## config.mk

```make
export PLATFORM = sky130hd
export DESIGN_NAME = seg7_scan_capture
export DESIGN_NICKNAME = d
export VERILOG_FILES = /design/src/rtl/seg7_pkg.sv /design/src/rtl/seg7_pattern_decode.sv /design/src/rtl/seg7_scan_capture.sv
export SDC_FILE = /design/constraint.sdc
export NUM_CORES = 1
export LEC_CHECK = 0
export CAP_MARGIN = 20
export CORE_MARGIN = 4
export CORE_UTILIZATION = 60
export DETAILED_ROUTE_END_ITERATION = 7
export DONT_BUFFER_PORTS = 1
export PLACE_DENSITY = 0.76
export SKIP_LAST_GASP = 1
export SYNTH_ARGS = -nofsm -noshare
export SYNTH_HDL_FRONTEND = slang
export SYNTH_HIERARCHICAL = 1
export SYNTH_SLANG_ARGS = --single-unit
```

## constraint.sdc

```tcl
create_clock -name clk -period 13.3 [get_ports clk]
set_input_delay 1.33 -clock clk [delete_from_list [all_inputs] [get_ports clk]]
set_output_delay 1.33 -clock clk [all_outputs]
set_load 0.01 [all_outputs]
```

## src/rtl/seg7_pkg.sv

```systemverilog
// -----------------------------------------------------------------------------
// seg7_pkg
// Shared definitions for the 7-segment capture path:
//   - SEG_0..SEG_F, SEG_BLANK : active-low segment patterns, bit6=a ... bit0=g
//   - sample_class_t          : how many anodes are driven in one sample
//   - state_t                 : digit acquisition FSM states
// -----------------------------------------------------------------------------
package seg7_pkg;

    localparam logic [6:0] SEG_0     = 7'b0000001;
    localparam logic [6:0] SEG_1     = 7'b1001111;
    localparam logic [6:0] SEG_2     = 7'b0010010;
    localparam logic [6:0] SEG_3     = 7'b0000110;
    localparam logic [6:0] SEG_4     = 7'b1001100;
    localparam logic [6:0] SEG_5     = 7'b0100100;
    localparam logic [6:0] SEG_6     = 7'b0100000;
    localparam logic [6:0] SEG_7     = 7'b0001111;
    localparam logic [6:0] SEG_8     = 7'b0000000;
    localparam logic [6:0] SEG_9     = 7'b0000100;
    localparam logic [6:0] SEG_A     = 7'b0001000;
    localparam logic [6:0] SEG_B     = 7'b1100000;
    localparam logic [6:0] SEG_C     = 7'b0110001;
    localparam logic [6:0] SEG_D     = 7'b1000010;
    localparam logic [6:0] SEG_E     = 7'b0110000;
    localparam logic [6:0] SEG_F     = 7'b0111000;
    localparam logic [6:0] SEG_BLANK = 7'b1111111;

    typedef enum logic [1:0] {
        NONE,
        SINGLE,
        MULTI
    } sample_class_t;

    typedef enum logic [1:0] {
        IDLE,
        SETTLE,
        HOLD
    } state_t;

endpackage

```

## src/rtl/seg7_pattern_decode.sv

```systemverilog
// -----------------------------------------------------------------------------
// seg7_pattern_decode
// Combinational inverse of the hex-to-7-segment encoder.
// Ports:
//   pattern [6:0] in  : active-low segments, bit6=a ... bit0=g
//   nibble  [3:0] out : decoded hex value (0 for blank or bad patterns)
//   blank         out : pattern is all segments off
//   bad           out : pattern is not one of the sixteen hex glyphs
// -----------------------------------------------------------------------------
module seg7_pattern_decode
    import seg7_pkg::*;
(
    input  logic [6:0] pattern,
    output logic [3:0] nibble,
    output logic       blank,
    output logic       bad
);

    always_comb begin
        // NOTE: every output gets a default before the case so no path can
        // leave one unassigned and infer a latch.
        nibble = 4'h0;
        blank  = 1'b0;
        bad    = 1'b0;
        case (pattern)
            SEG_0:     nibble = 4'h0;
            SEG_1:     nibble = 4'h1;
            SEG_2:     nibble = 4'h2;
            SEG_3:     nibble = 4'h3;
            SEG_4:     nibble = 4'h4;
            SEG_5:     nibble = 4'h5;
            SEG_6:     nibble = 4'h6;
            SEG_7:     nibble = 4'h7;
            SEG_8:     nibble = 4'h8;
            SEG_9:     nibble = 4'h9;
            SEG_A:     nibble = 4'hA;
            SEG_B:     nibble = 4'hB;
            SEG_C:     nibble = 4'hC;
            SEG_D:     nibble = 4'hD;
            SEG_E:     nibble = 4'hE;
            SEG_F:     nibble = 4'hF;
            SEG_BLANK: blank  = 1'b1;
            default:   bad    = 1'b1;
        endcase
    end

endmodule

```

## src/rtl/seg7_scan_capture.sv

```systemverilog
// -----------------------------------------------------------------------------
// seg7_scan_capture
// Samples a multiplexed active-low 7-segment bus, decodes each stable digit
// and publishes a whole frame once every digit position has been seen.
// Ports:
//   clk, reset (async, active-high)
//   a_to_g [6:0]          in  : segments, active-low, bit6=a ... bit0=g
//   an [DIGITS-1:0]       in  : anodes, active-low, bit0 = rightmost digit
//   dp                    in  : decimal point, active-low
//   value [4*DIGITS-1:0]  out : digit i nibble at [4i+3:4i]
//   blank / bad           out : per-digit all-off / undecodable flags
//   frame_valid           out : pulse when value/blank/bad update
//   frame_timeout         out : pulse when a partial frame is dropped
//   err_multi             out : pulse on entry to a multi-anode sample
//   dp_out [DIGITS-1:0]   out : per-digit point lit (only with SEG7_CAP_DP_EN)
// Build option: define SEG7_CAP_DP_EN to capture the decimal point as well.
// -----------------------------------------------------------------------------
module seg7_scan_capture
    import seg7_pkg::*;
#(
    parameter int DIGITS        = 8,
    parameter int STABLE_CYCLES = 4,
    parameter int FRAME_TIMEOUT = 2**20
) (
    input  logic                  clk,
    input  logic                  reset,
    input  logic [6:0]            a_to_g,
    input  logic [DIGITS-1:0]     an,
    input  logic                  dp,
    output logic [4*DIGITS-1:0]   value,
    output logic [DIGITS-1:0]     blank,
    output logic [DIGITS-1:0]     bad,
    output logic                  frame_valid,
    output logic                  frame_timeout,
    output logic                  err_multi
`ifdef SEG7_CAP_DP_EN
    ,
    output logic [DIGITS-1:0]     dp_out
`endif
);

    localparam int              FC_W        = $clog2(FRAME_TIMEOUT + 1);
    localparam logic [7:0]      STABLE_LIM  = 8'(STABLE_CYCLES);
    localparam logic [FC_W-1:0] TIMEOUT_LIM = FC_W'(FRAME_TIMEOUT);
`ifdef SEG7_CAP_DP_EN
    localparam int              KEY_W       = DIGITS + 8;
`else
    localparam int              KEY_W       = DIGITS + 7;
`endif

    // ---------------- input synchroniser ----------------
    logic [6:0]        seg_meta, seg_sync;
    logic [DIGITS-1:0] an_meta, an_sync;

    always_ff @(posedge clk or posedge reset) begin
        if (reset) begin
            seg_meta <= '1;
            seg_sync <= '1;
            an_meta  <= '1;
            an_sync  <= '1;
        end else begin
            // NOTE: non-blocking assignments make both flops sample the old
            // values on the same edge, giving a true two-stage pipeline.
            seg_meta <= a_to_g;
            seg_sync <= seg_meta;
            an_meta  <= an;
            an_sync  <= an_meta;
        end
    end

    logic [KEY_W-1:0] key, prev_key;

`ifdef SEG7_CAP_DP_EN
    logic dp_meta, dp_sync;

    always_ff @(posedge clk or posedge reset) begin
        if (reset) begin
            dp_meta <= 1'b1;
            dp_sync <= 1'b1;
        end else begin
            dp_meta <= dp;
            dp_sync <= dp_meta;
        end
    end

    assign key = {dp_sync, an_sync, seg_sync};
`else
    // Point is not captured in this build; the input is intentionally idle.
    logic dp_unused;
    assign dp_unused = dp;
    assign key       = {an_sync, seg_sync};
`endif

    // ---------------- sample classification ----------------
    logic [DIGITS-1:0] an_low;
    sample_class_t     cls;

    assign an_low = ~an_sync;

    always_comb begin
        if (an_low == '0)
            cls = NONE;
        else if ((an_low & (an_low - DIGITS'(1))) == '0)
            cls = SINGLE;
        else
            cls = MULTI;
    end

    // ---------------- acquisition FSM ----------------
    state_t     state_q, state_d;
    logic [7:0] cnt_q, cnt_d;
    logic       capture;

    always_comb begin
        state_d = state_q;
        cnt_d   = cnt_q;
        capture = 1'b0;
        case (state_q)
            IDLE: begin
                if (cls == SINGLE) begin
                    state_d = SETTLE;
                    cnt_d   = 8'd1;
                end
            end
            SETTLE: begin
                if (cls != SINGLE)
                    state_d = IDLE;
                else if (key == prev_key)
                    cnt_d = (cnt_q == 8'hFF) ? cnt_q : cnt_q + 8'd1;
                else
                    cnt_d = 8'd1;
            end
            HOLD: begin
                if (key != prev_key) begin
                    if (cls == SINGLE) begin
                        state_d = SETTLE;
                        cnt_d   = 8'd1;
                    end else begin
                        state_d = IDLE;
                    end
                end
            end
            default: state_d = IDLE;
        endcase
        // Capture on the sample that brings the count to the limit, so a
        // limit of 1 accepts the very first sample of a new digit.
        if (state_d == SETTLE && cnt_d >= STABLE_LIM) begin
            capture = 1'b1;
            state_d = HOLD;
        end
    end

    logic prev_multi;

    always_ff @(posedge clk or posedge reset) begin
        if (reset) begin
            state_q    <= IDLE;
            cnt_q      <= '0;
            prev_key   <= '1;
            prev_multi <= 1'b0;
            err_multi  <= 1'b0;
        end else begin
            state_q    <= state_d;
            cnt_q      <= cnt_d;
            prev_key   <= key;
            prev_multi <= (cls == MULTI);
            err_multi  <= (cls == MULTI) && !prev_multi;
        end
    end

    // ---------------- decode and shadow frame ----------------
    logic [3:0]          dec_nibble;
    logic                dec_blank, dec_bad;
    logic [4*DIGITS-1:0] shadow_value;
    logic [DIGITS-1:0]   shadow_blank, shadow_bad;

    seg7_pattern_decode u_decode (
        .pattern (seg_sync),
        .nibble  (dec_nibble),
        .blank   (dec_blank),
        .bad     (dec_bad)
    );

`ifdef SEG7_CAP_DP_EN
    logic [DIGITS-1:0] shadow_dp;
`endif

    always_ff @(posedge clk or posedge reset) begin
        if (reset) begin
            // NOTE: the shadow frame is a handful of flops, so it is reset like
            // any other state; a mid-frame reset then leaves nothing stale.
            shadow_value <= '0;
            shadow_blank <= '0;
            shadow_bad   <= '0;
`ifdef SEG7_CAP_DP_EN
            shadow_dp    <= '0;
`endif
        end else if (capture) begin
            for (int i = 0; i < DIGITS; i++) begin
                if (an_low[i]) begin
                    shadow_value[4*i +: 4] <= dec_nibble;
                    shadow_blank[i]        <= dec_blank;
                    shadow_bad[i]          <= dec_bad;
`ifdef SEG7_CAP_DP_EN
                    shadow_dp[i]           <= ~dp_sync;
`endif
                end
            end
        end
    end

    // ---------------- frame completion and timeout ----------------
    logic              seen_full, timeout_hit, seen_clr;
    logic [DIGITS-1:0] seen, seen_d;
    logic [FC_W-1:0]   fcnt;

    assign seen_full   = &seen;
    // Completion takes priority over a timeout landing on the same cycle.
    assign timeout_hit = !seen_full && (seen != '0) && (fcnt == TIMEOUT_LIM);
    assign seen_clr    = seen_full || timeout_hit;
    assign seen_d      = (seen_clr ? '0 : seen) | (capture ? an_low : '0);

    always_ff @(posedge clk or posedge reset) begin
        if (reset) begin
            seen          <= '0;
            fcnt          <= '0;
            value         <= '0;
            blank         <= '0;
            bad           <= '0;
            frame_valid   <= 1'b0;
            frame_timeout <= 1'b0;
`ifdef SEG7_CAP_DP_EN
            dp_out        <= '0;
`endif
        end else begin
            seen          <= seen_d;
            frame_valid   <= seen_full;
            frame_timeout <= timeout_hit;
            // fcnt counts cycles since the first capture of the current frame.
            if (seen_d == '0)
                fcnt <= '0;
            else if (seen_clr)
                fcnt <= FC_W'(1);
            else
                fcnt <= fcnt + FC_W'(1);
            if (seen_full) begin
                value  <= shadow_value;
                blank  <= shadow_blank;
                bad    <= shadow_bad;
`ifdef SEG7_CAP_DP_EN
                dp_out <= shadow_dp;
`endif
            end
        end
    end

endmodule

```

==> impl_metrics.env <==
export IMPL_status="complete, no violations"
export IMPL_cts_buffers=17
export IMPL_cts_setup_buffers=0
export IMPL_ir_worst_vdd_v=0.000105
export IMPL_syn_avg_cell_area_um2=13.9
export IMPL_slew_viol_final=0
export IMPL_regArea_um2=4660
export IMPL_setup_violations=0
export IMPL_period_needed_ns=3.69
export IMPL_drtIter0Drc=483
export IMPL_pre_cts_ws_ns=9.66
export IMPL_post_drt_wl_per_cell_um=19.3
export IMPL_grt_use_met1_pct=27.6
export IMPL_routed_wl_um=15000
export IMPL_p_total_mw=1.11
export IMPL_num_antenna_cells=0
export IMPL_worst_path_max_fanout=14
export IMPL_cts_root_buf="clkbuf_16"
export IMPL_grt_busiest_layer="met2"
export IMPL_rrSetupSlack_ns=9.61
export IMPL_cp_slowest_cell="dfstp_2"
export IMPL_grtUsageMet2_pct=31.8
export IMPL_cts_sinks=184
export IMPL_grtUsageMet3_pct=5.27
export IMPL_hold_buffers=0
export IMPL_synthArstFlopShare_pct=100
export IMPL_coreArea_um2=13200
export IMPL_multi_input_area_um2=3220
export IMPL_drtPass1Iterations=5
export IMPL_area_growth_pct=8.80
export IMPL_rsz0062_at_grt="no"
export IMPL_vias=4667
export IMPL_cellPowerDensity_nw_per_um2=126
export IMPL_synth_edff_count=0
export IMPL_synthesis_area_um2=8140
export IMPL_endpoint_kind="register"
export IMPL_fin_ws_ns=9.61
export IMPL_via_per_inst=6.01
export IMPL_first_global_vias=4721
export IMPL_num_rows=42
export IMPL_fillers=917
export IMPL_final_nets=608
export IMPL_yosys_warnings=6
export IMPL_setup_tns_ns=0
export IMPL_ys_types=77
export IMPL_grt_max_degree=121
export IMPL_overflow=0
export IMPL_place_area_um2=8230
export IMPL_io_pins=69
export IMPL_p_leak_nw=4.08
export IMPL_clock_skew_ns=0.0115
export IMPL_dp_hpwl_um=9780
export IMPL_clk_insertion_delay_late_ns=0.43
export IMPL_die_w_um=125
export IMPL_grt_first_pass_wirelength_um=25100
export IMPL_seq_area_frac_synth_pct=57.2
export IMPL_drc=0
export IMPL_crit_required_ns=13.61
export IMPL_ant_nets=0
export IMPL_grt_usage_pct=20.2
export IMPL_max_freq_ghz=0.271
export IMPL_initial_core_util_pct=61.5
export IMPL_dieArea_um2=15500
export IMPL_dpl_cell_count=743
export IMPL_die_h_um=125
export IMPL_crit_path_max_incr_delay_ns=0.69
export IMPL_syn_num_nets=608
export IMPL_ys_ff_latch=184
export IMPL_drive_gt1_share_pct=35.7
export IMPL_holdCritPathClass="register to register"
export IMPL_critPathLaunchType="register"
export IMPL_cts_tree="yes"
export IMPL_fin_cells=776
export IMPL_routabilityCongestion=0.831
export IMPL_hold_viol=0
export IMPL_path_cells="xor2_1, nor4_1, nand4_1, a21oi_1, o21ai_1, a31oi_4, o311ai_4, mux2_4"
export IMPL_cts_resized=0
export IMPL_cap_violations=0
export IMPL_path_class="register to register"
export IMPL_slew_headroom_pct=26.9
export IMPL_period_share_pct=27.8
export IMPL_cp_arrival_ns=4.00
export IMPL_path_clk_slew_ns=0.07
export IMPL_ys_flop_type="dfrtp_1"
export IMPL_cts_buffer_depth=2
export IMPL_design_area_um2=8860
export IMPL_port_buffers=0
export IMPL_h_tree_depth=4
export IMPL_grt_antenna_before_repair=0
export IMPL_worst_pin_slew_ns=1.10
export IMPL_postSynthCellCount=587
## final timing paths
check                            startpoint              end  cells after the start
worst max-delay path            seg_sync[6]  shadow_blank[2]                      8
min in group asynchronous             reset         cnt_q[4]                      1
worst max register to register  seg_sync[6]  shadow_blank[2]                      8
max in group asynchronous             reset         blank[5]                      3
worst min register to register   an_meta[7]       an_sync[7]                      0
worst min-delay path             an_meta[7]       an_sync[7]                      0
## synthesized netlist by cell type, types with 2 or more instances
master / count / share of area, %
o21ai_0: 5 / 0.31
a211oi_1: 4 / 0.37
dfstp_2: 45 / 15
o21a_1: 2 / 0.18
buf_4: 4 / 0.37
nor2_1: 19 / 0.88
nor4_2: 2 / 0.31
xor2_1: 29 / 3.1
clkbuf_1: 10 / 0.46
nand2_1: 32 / 1.5
nand3_1: 13 / 0.80
a22o_1: 2 / 0.22
mux2_4: 42 / 7.7
and3_1: 7 / 0.54
or2_2: 2 / 0.15
nor4b_1: 4 / 0.43
a21oi_1: 7 / 0.43
buf_8: 3 / 0.55
and2_1: 4 / 0.31
o22ai_1: 2 / 0.15
and2_2: 2 / 0.18
buf_6: 4 / 0.55
nand4b_1: 4 / 0.43
o21ai_1: 3 / 0.18
inv_1: 21 / 0.97
a22oi_1: 2 / 0.18
o211ai_1: 2 / 0.18
mux2_2: 54 / 7.5
nor4_1: 12 / 0.92
buf_2: 2 / 0.12
o2bb2ai_1: 2 / 0.22
nand4_1: 13 / 1.0
ha_1: 3 / 0.46
nor2b_1: 2 / 0.15
nor3_1: 27 / 1.7
o311ai_4: 8 / 2.6
o31ai_1: 3 / 0.28
xnor2_1: 8 / 0.86
dfrtp_1: 139 / 43
## power by group
part	switching [mW]	total, mW	internal (mW)	leakage, nW
sequential	0.0102	0.584	0.573	2.41
combinational	0.0223	0.0321	0.00982	1.37
clock	0.213	0.498	0.285	0.305
total	0.246	1.11	0.868	4.08
## layer usage
layer	part of all wire, %	routed length (µm)
met2	49	7370
met5	0	0
met4	2.0	295
met3	4.8	724
met1	44	6620
## layout by cell type, fill, tap and decap left out, drive strengths merged, types with 3 or more instances in the layout
cell	Yosys	final
clkbuf	11	21
dfrtp	139	139
nand2	34	34
dfstp	45	45
nor4b	5	5
mux2	96	96
nand3	13	13
nor3	28	28
or2	3	3
ha	3	3
and2	6	6
nand4b	4	4
and3	7	7
o211ai	3	3
nor4	15	15
inv	21	25
o311ai	9	9
buf	13	5
xor2	29	29
a2111oi	3	3
nand4	14	14
o21ai	8	8
nor2	19	19
o31ai	3	3
a21oi	8	8
a211oi	4	4
clkinv	0	7
xnor2	8	8
## sequential cells by signal, indices dropped and copies added (netlist names), 15 cells and up
signal,count
fcnt,21
prev_key,15
shadow_value,32
value,32
## worst max-delay path: cells and delay by family, from the launching register on
family,cells,cell delay (ns)
and+or+nand+nor,2,1.04
xor gates and xnor gates,1,0.11
DFF,1,0.69
muxes,1,0.39
AOI/OAI and AO/OA,4,1.34
## cells by family after synthesis
kind of cell	share of synthesized area (%)
adder cells (fa/ha/maj)	0.461
multiplexers	15.3
buffers and inverters	3.33
AND/OR/NAND/NOR	11.3
XOR/XNOR	3.98
AO/OA/AOI/OAI	8.37
flip-flops	57.2
## per-stage QoR
step / hold slack (ns) / util [%]
after floorplan: 0.345 / -
after global placement: 0.346 / 62.2
after detailed placement: 0.347 / 62.2
after CTS: 0.349 / 66.7
after global routing: 0.353 / 66.9
final: 0.345 / 66.9
## area by class of cell
cell class,count,area share (%)
sequential,184,52.6
multi-input combinational,357,36.3
clock buffer,21,5.93
tap,176,2.49
inverter,22,1.14
clock inverter,11,0.861
timing repair buffer,5,0.650
No activity file was read; power rests on OpenSTA's default activity.
